<file path="config.mk">
export PLATFORM = sky130hd
export DESIGN_NAME = bus_tenure_arbiter
export DESIGN_NICKNAME = d
export VERILOG_FILES = /design/src/rtl/bus_arb_pkg.sv /design/src/rtl/rr_pick.sv /design/src/rtl/bus_tenure_arbiter.sv
export SDC_FILE = /design/constraint.sdc
export NUM_CORES = 1
export LEC_CHECK = 0
export CAP_MARGIN = 20
export CORE_ASPECT_RATIO = 0.7
export CORE_MARGIN = 2
export CORE_UTILIZATION = 25
export DETAILED_ROUTE_END_ITERATION = 12
export HOLD_SLACK_MARGIN = 0.12
export PLACE_DENSITY_LB_ADDON = 0.15
export SLEW_MARGIN = 25
export SYNTH_ARGS = -nofsm -noshare
export SYNTH_HDL_FRONTEND = slang
export SYNTH_SLANG_ARGS = --single-unit
</file>
<file path="constraint.sdc">
create_clock -name plusclk -period 3.4 [get_ports plusclk]
set_input_delay 0.68 -clock plusclk [delete_from_list [all_inputs] [get_ports plusclk]]
set_output_delay 0.68 -clock plusclk [all_outputs]
set_load 0.01 [all_outputs]
</file>
<file path="src/rtl/bus_arb_pkg.sv">
// ----------------------------------------------------------------------------
// bus_arb_pkg
// Shared types and helpers for the snoop-bus tenure arbiter.
//   arb_state_e   : arbiter FSM states (idle, granted, bus owned, release)
//   REQ_READ/REQ_WB : meaning of a requester's req_type bit
//   bus_arb_clog2 : index width helper, never narrower than one bit
// ----------------------------------------------------------------------------
package bus_arb_pkg;

   typedef enum logic [1:0] {
      ARB_IDLE    = 2'd0,
      ARB_GRANT   = 2'd1,
      ARB_BUSY    = 2'd2,
      ARB_RELEASE = 2'd3
   } arb_state_e;

   localparam logic REQ_READ = 1'b0;
   localparam logic REQ_WB   = 1'b1;

   // Width needed to hold an index in 0..n-1; a single bit at minimum so
   // that degenerate counters and grant ids still have a real port.
   function automatic int bus_arb_clog2(input int n);
      int w;
      w = 1;
      while ((1 << w) < n) begin
         w = w + 1;
      end
      return w;
   endfunction

endpackage

</file>
<file path="src/rtl/rr_pick.sv">
// ----------------------------------------------------------------------------
// rr_pick
// Combinational round-robin picker: returns the first set bit of vec at or
// above ptr, wrapping back to bit 0.
//   vec    : candidate requests (already class-masked by the parent)
//   ptr    : highest-priority index this cycle, always < N
//   onehot : one-hot winner, zero when nothing is set
//   idx    : winner index, zero when nothing is set
//   valid  : at least one candidate was set
// ----------------------------------------------------------------------------
module rr_pick
   import bus_arb_pkg::*;
#(
   parameter int N  = 4,
   parameter int IW = bus_arb_clog2(N)
) (
   input  logic [N-1:0]  vec,
   input  logic [IW-1:0] ptr,
   output logic [N-1:0]  onehot,
   output logic [IW-1:0] idx,
   output logic          valid
);

   logic [IW:0]   sum;
   logic [IW-1:0] cand;

   // Walk the N positions starting at ptr; the sum is one bit wider so the
   // wrap can be done with a single subtract even when N is not a power of 2.
   always_comb begin
      onehot = '0;
      idx    = '0;
      valid  = 1'b0;
      sum    = '0;
      cand   = '0;
      for (int i = 0; i < N; i++) begin
         sum = {1'b0, ptr} + (IW+1)'(i);
         if (sum >= (IW+1)'(N)) begin
            sum = sum - (IW+1)'(N);
         end
         cand = sum[IW-1:0];
         if (!valid && vec[cand]) begin
            valid        = 1'b1;
            idx          = cand;
            onehot[cand] = 1'b1;
         end
      end
   end

endmodule

</file>
<file path="src/rtl/bus_tenure_arbiter.sv">
// ----------------------------------------------------------------------------
// bus_tenure_arbiter
// Round-robin, tenure-tracking arbiter for one shared snoop bus. Write-back
// requests beat reads; a grantee must claim the bus with hold inside a
// 2*CYCLE_RATIO cycle window or the grant is withdrawn.
//
// Parameters:
//   NUM_REQ     : number of requesters (2..8)
//   CYCLE_RATIO : bus/requester clock ratio, sets the hold-acquire window
//   MAX_TENURE  : longest allowed bus_active stretch (watchdog builds)
//
// Ports:
//   plusclk     : bus clock, rising-edge
//   rst         : asynchronous active-low reset
//   req         : per-requester level request
//   req_type    : per-requester type, 0 = read/fill, 1 = write-back
//   hold        : per-requester ownership claim (only grantee's bit used)
//   grant       : registered one-hot grant, or zero
//   grant_id    : registered index of current/last grantee
//   bus_active  : registered, high while the grantee owns the bus
//   timeout_err : one-cycle pulse when the watchdog forces a release
//
// Build option: define BUS_ARB_WATCHDOG_EN to bound tenures at MAX_TENURE
// cycles; otherwise tenure is unlimited and timeout_err is tied low.
// ----------------------------------------------------------------------------
module bus_tenure_arbiter
   import bus_arb_pkg::*;
#(
   parameter int NUM_REQ     = 4,
   parameter int CYCLE_RATIO = 1,
   parameter int MAX_TENURE  = 64
) (
   input  logic                                plusclk,
   input  logic                                rst,
   input  logic [NUM_REQ-1:0]                  req,
   input  logic [NUM_REQ-1:0]                  req_type,
   input  logic [NUM_REQ-1:0]                  hold,
   output logic [NUM_REQ-1:0]                  grant,
   output logic [bus_arb_clog2(NUM_REQ)-1:0]   grant_id,
   output logic                                bus_active,
   output logic                                timeout_err
);

   localparam int IW    = bus_arb_clog2(NUM_REQ);
   localparam int WIN_W = bus_arb_clog2(2 * CYCLE_RATIO);
   localparam logic [WIN_W-1:0] WIN_LOAD = WIN_W'(2 * CYCLE_RATIO - 1);

   // Reject parameter sets the datapath widths were not sized for.
   if (NUM_REQ < 2 || NUM_REQ > 8) begin : g_bad_num_req
      $error("bus_tenure_arbiter: NUM_REQ must be 2..8");
   end
   if (CYCLE_RATIO < 1) begin : g_bad_cycle_ratio
      $error("bus_tenure_arbiter: CYCLE_RATIO must be at least 1");
   end
   if (MAX_TENURE < 2) begin : g_bad_max_tenure
      $error("bus_tenure_arbiter: MAX_TENURE must be at least 2");
   end

   arb_state_e          state_q, state_d;
   logic [NUM_REQ-1:0]  grant_q, grant_d;
   logic [IW-1:0]       grant_id_q, grant_id_d;
   logic                bus_active_q, bus_active_d;
   logic [IW-1:0]       ptr_q, ptr_d;
   logic [WIN_W-1:0]    win_cnt_q, win_cnt_d;

`ifdef BUS_ARB_WATCHDOG_EN
   localparam int TW = bus_arb_clog2(MAX_TENURE + 1);
   localparam logic [TW-1:0] TEN_LAST = TW'(MAX_TENURE - 1);
   logic [TW-1:0]       tenure_q, tenure_d;
   logic                timeout_err_q, timeout_err_d;
`endif

   logic [NUM_REQ-1:0]  wb_vec;
   logic [NUM_REQ-1:0]  pick_vec;
   logic [IW-1:0]       ptr_rel;
   logic [IW-1:0]       pick_ptr;
   logic [NUM_REQ-1:0]  pick_onehot;
   logic [IW-1:0]       pick_idx;
   logic                pick_valid;

   // Write-backs form their own priority class: when any is pending, reads
   // are hidden from the picker so dirty lines drain first.
   always_comb begin
      wb_vec = '0;
      for (int i = 0; i < NUM_REQ; i++) begin
         wb_vec[i] = req[i] && (req_type[i] == REQ_WB);
      end
      pick_vec = (|wb_vec) ? wb_vec : req;
   end

   // In RELEASE the pointer moves past the last grantee in the same cycle
   // that arbitration runs, so the freshly released requester ranks last.
   assign ptr_rel  = (grant_id_q == IW'(NUM_REQ - 1)) ? '0 : grant_id_q + IW'(1);
   assign pick_ptr = (state_q == ARB_RELEASE) ? ptr_rel : ptr_q;

   rr_pick #(
      .N  (NUM_REQ),
      .IW (IW)
   ) u_rr_pick (
      .vec    (pick_vec),
      .ptr    (pick_ptr),
      .onehot (pick_onehot),
      .idx    (pick_idx),
      .valid  (pick_valid)
   );

   // Next-state and output decode. Only the grantee's hold/req bits are
   // looked at once a grant is out; everyone else's inputs are ignored
   // until the next arbitration cycle.
   always_comb begin
      state_d      = state_q;
      grant_d      = grant_q;
      grant_id_d   = grant_id_q;
      bus_active_d = bus_active_q;
      ptr_d        = ptr_q;
      win_cnt_d    = win_cnt_q;
`ifdef BUS_ARB_WATCHDOG_EN
      tenure_d      = tenure_q;
      timeout_err_d = 1'b0;
`endif

      case (state_q)
         ARB_IDLE, ARB_RELEASE: begin
            if (state_q == ARB_RELEASE) begin
               ptr_d = ptr_rel;
            end
            if (pick_valid) begin
               state_d    = ARB_GRANT;
               grant_d    = pick_onehot;
               grant_id_d = pick_idx;
               win_cnt_d  = WIN_LOAD;
            end else begin
               state_d = ARB_IDLE;
            end
         end

         ARB_GRANT: begin
            // A claim on the very last window cycle still wins the bus.
            if (hold[grant_id_q]) begin
               state_d      = ARB_BUSY;
               bus_active_d = 1'b1;
`ifdef BUS_ARB_WATCHDOG_EN
               tenure_d     = '0;
`endif
            end else if (!req[grant_id_q] || (win_cnt_q == '0)) begin
               state_d = ARB_RELEASE;
               grant_d = '0;
            end else begin
               win_cnt_d = win_cnt_q - WIN_W'(1);
            end
         end

         ARB_BUSY: begin
            if (!hold[grant_id_q]) begin
               state_d      = ARB_RELEASE;
               grant_d      = '0;
               bus_active_d = 1'b0;
`ifdef BUS_ARB_WATCHDOG_EN
            end else if (tenure_q == TEN_LAST) begin
               state_d       = ARB_RELEASE;
               grant_d       = '0;
               bus_active_d  = 1'b0;
               timeout_err_d = 1'b1;
            end else begin
               tenure_d = tenure_q + TW'(1);
`endif
            end
         end

         default: begin
            state_d      = ARB_IDLE;
            grant_d      = '0;
            bus_active_d = 1'b0;
         end
      endcase
   end

   // Arbiter state register; reset clears every output straight away.
   always_ff @(posedge plusclk or negedge rst) begin
      if (!rst) begin
         state_q      <= ARB_IDLE;
         grant_q      <= '0;
         grant_id_q   <= '0;
         bus_active_q <= 1'b0;
         ptr_q        <= '0;
         win_cnt_q    <= '0;
      end else begin
         state_q      <= state_d;
         grant_q      <= grant_d;
         grant_id_q   <= grant_id_d;
         bus_active_q <= bus_active_d;
         ptr_q        <= ptr_d;
         win_cnt_q    <= win_cnt_d;
      end
   end

`ifdef BUS_ARB_WATCHDOG_EN
   // Tenure watchdog counter and its one-shot error flag.
   always_ff @(posedge plusclk or negedge rst) begin
      if (!rst) begin
         tenure_q      <= '0;
         timeout_err_q <= 1'b0;
      end else begin
         tenure_q      <= tenure_d;
         timeout_err_q <= timeout_err_d;
      end
   end

   assign timeout_err = timeout_err_q;
`else
   assign timeout_err = 1'b0;
`endif

   assign grant      = grant_q;
   assign grant_id   = grant_id_q;
   assign bus_active = bus_active_q;

endmodule

</file>
==> impl_metrics.json <==
{
  "status": "completed",
  "setup_viol": 0,
  "clk_path_buf_depth": 2,
  "place.gp.congestion": 0.825,
  "yosysSeqAreaShare_pct": 23.1,
  "synth_top_area_share_pct": 23.1,
  "cts_sinks": 12,
  "worst-path-stages": 10,
  "path_cells": "ha_1 > or3b_1 > nand2_1 > inv_1 > ha_1 > a32oi_1 > o32ai_1 > nand3_1 > nand2_1 > a221o_1",
  "chipWidth_um": 90.2,
  "cts.repair.resized": 0,
  "insertion_delay_ns": 0.24,
  "rows": 21,
  "p_total_uw": 1770,
  "peakVddDrop_mv": 0.380,
  "cts_tree": "yes",
  "routed_wl_mm": 3.47,
  "overflow": 0,
  "instances_no_fill": 229,
  "antenna_found_initial": 0,
  "leakagePower_uw": 0.000629,
  "critPathLaunch": "grant_id[0]$_DFFE_PN0P_",
  "cp.required_ns": 3.52,
  "endpoint_kind": "flip-flop",
  "yosysUniqueCellTypes": 50,
  "worst_slew_margin_rel_pct": 63.7,
  "synthTopCellsByCount": "dfrtp_1 (12), ha_1 (12), nor2_1 (11)",
  "drv_cap": 0,
  "cp-endpoint": "grant[1]$_DFFE_PN0P_",
  "period_needed_ns": 2.94,
  "crit-reg2reg-capture": "grant[1]$_DFFE_PN0P_",
  "arrival_ns": 3.06,
  "setup-tns-final_ns": 0,
  "async_flop_share_pct": 100,
  "grt_pass1_wl_mm": 5.93,
  "cp-start-kind": "flip-flop",
  "rsz0062_at_grt": "no",
  "post-place-cells": 225,
  "tightest_slew_ns": 0.544,
  "path_class": "flip-flop to flip-flop",
  "ff2ff_setup_slack_ns": 0.46,
  "num_io_pins": 22,
  "synth.area.top_cells": "dfrtp_1 (23%), ha_1 (12%), a221o_1 (3.8%)",
  "fin_worst_skew_ns": 0.000730,
  "regToRegStartpoint": "grant_id[0]$_DFFE_PN0P_",
  "yosysTopAreaCell": "dfrtp_1",
  "finalCritPeriodShare_pct": 86.4,
  "die-area_um2": 5810,
  "via_per_inst": 5.36,
  "hold_class": "flip-flop to flip-flop",
  "drtAntennaViolNets": 0,
  "synth_area_um2": 1300,
  "crit_fanout": 7,
  "grtUsageTotal_pct": 12.5,
  "r2r_cells": 10,
  "hold_viol": 0,
  "p_per_area_nw_per_um2": 1090,
  "hpwlAfterDp_mm": 2.77,
  "slowest_stage": "dfrtp_1",
  "crit_buf_inv": 1,
  "drive_above_1_share_pct": 13.8,
  "fin_nets": 187,
  "grt_pass1_vias": 1163,
  "first_pass_iters": 4,
  "syn_inst": 141,
  "avgSynthCellArea_um2": 9.23,
  "cts_inserted_buffers": 3,
  "synth_nets": 167,
  "wire_per_inst_um": 15.2,
  "cts_root_buf": "clkbuf_8",
  "synthToLayoutAreaGrowth_pct": 24.1,
  "ctsHoldBuffers": 0,
  "synth-seq-cells": 12,
  "diodes": 0,
  "start_util_pct": 26.6,
  "core_area_um2": 4890,
  "slowest_delay_ns": 0.47,
  "ys_warn_count": 0,
  "vias": 1228,
  "drt_iter0_drc": 102,
  "synth_top_flop_cell": "dfrtp_1",
  "post_cts_buffers": 0,
  "die_y_um": 64.4,
  "max_freq_ghz": 0.340,
  "synth_edf_count": 0,
  "clk_pin_slew_ns": 0.05,
  "grt_max_degree": 13,
  "drc_errors": 0,
  "slew_violations": 0,
  "crit_family": "simple AND/OR/NAND/NOR gates",
  "port_buffers": 20,
  "htreeDepth": 1
}
registers in the layout, indices dropped and copies added, names as in the netlist:
name	cells
grant	4
grant_id	2
ptr_q	2
state_q	2
bus_active	1
win_cnt_q	1
placed cells by master (no fill, tap or decap), types with 3 or more instances in the layout:
cell type        instances
nand4_1                  3
inv_1                    7
mux2i_1                  3
clkdlybuf4s50_1         20
o221ai_1                 3
dfrtp_1                 12
a21oi_1                  7
o21ai_0                  3
nor2_1                  11
a221o_1                  5
nand2_1                  9
a221oi_2                 3
nand3_1                 10
ha_1                    12
clkbuf_8                 4
a31oi_1                  5
per-stage QoR:
| step | cell area [um2] | setup slack [ns] | utilization [%] | hold slack, ns |
|---|---|---|---|---|
| finish | 1620 | 0.461 | 33.1 | 0.508 |
| floorplan | 1300 | 0.508 | - | 0.384 |
| global placement | 1560 | 0.310 | 31.9 | 0.496 |
| CTS | 1620 | 0.444 | 33.1 | 0.509 |
| global route | 1620 | 0.223 | 33.1 | 0.538 |
| detailed placement | 1560 | 0.285 | 31.9 | 0.497 |
cell families (layout without fill, tap and decap cells):
kind of cell | Yosys count | after routing | synth area share [%]
flops | 12 | 12 | 23.1
compound gates | 47 | 47 | 31.3
fa+ha+maj | 12 | 12 | 11.5
xor+xnor | 1 | 1 | 0.673
other cells | 1 | 1 | 0.288
mux | 6 | 6 | 6.92
simple gates | 48 | 48 | 20.9
buf+inv | 14 | 33 | 5.29
how the worst min path moves through the flow:
stage | startpoint | end | slack [ns] | depth (start not counted)
after floorplan | rst | bus_active$_DFFE_PN0P_ | 0.38 | 0
after global placement | win_cnt_q$_DFFE_PN0P_ | win_cnt_q$_DFFE_PN0P_ | 0.50 | 1
after detailed placement | win_cnt_q$_DFFE_PN0P_ | win_cnt_q$_DFFE_PN0P_ | 0.50 | 1
after CTS | win_cnt_q$_DFFE_PN0P_ | win_cnt_q$_DFFE_PN0P_ | 0.51 | 1
after global routing | grant[0]$_DFFE_PN0P_ | grant[0]$_DFFE_PN0P_ | 0.54 | 1
final | win_cnt_q$_DFFE_PN0P_ | win_cnt_q$_DFFE_PN0P_ | 0.51 | 1
cell type report:
cell class | instances | area (um2)
timing repair buffer | 22 | 215
multi-input combinational | 115 | 932
clock buffer | 4 | 55.1
tap | 69 | 86.3
inverter | 7 | 26.3
sequential | 12 | 300
fill | 523 | 3270
metal layers:
metal  vias up  part of all wire, %  track usage (%)
li1        593                    -                -
met1       608                   53             19.2
met2        25                   42             18.1
met3         2                  4.0             2.95
met4         0                 0.29             1.54
met5         -                    0                0
power by group:
part           switching (uW)  internal [uW]  total, uW  leakage, uW
combinational             806            542       1350     0.000457
clock                    52.4            102        155    0.0000288
sequential               55.6            206        262     0.000144
total                     914            851       1770     0.000629
Note: power is estimated with default switching activity, not from simulation.
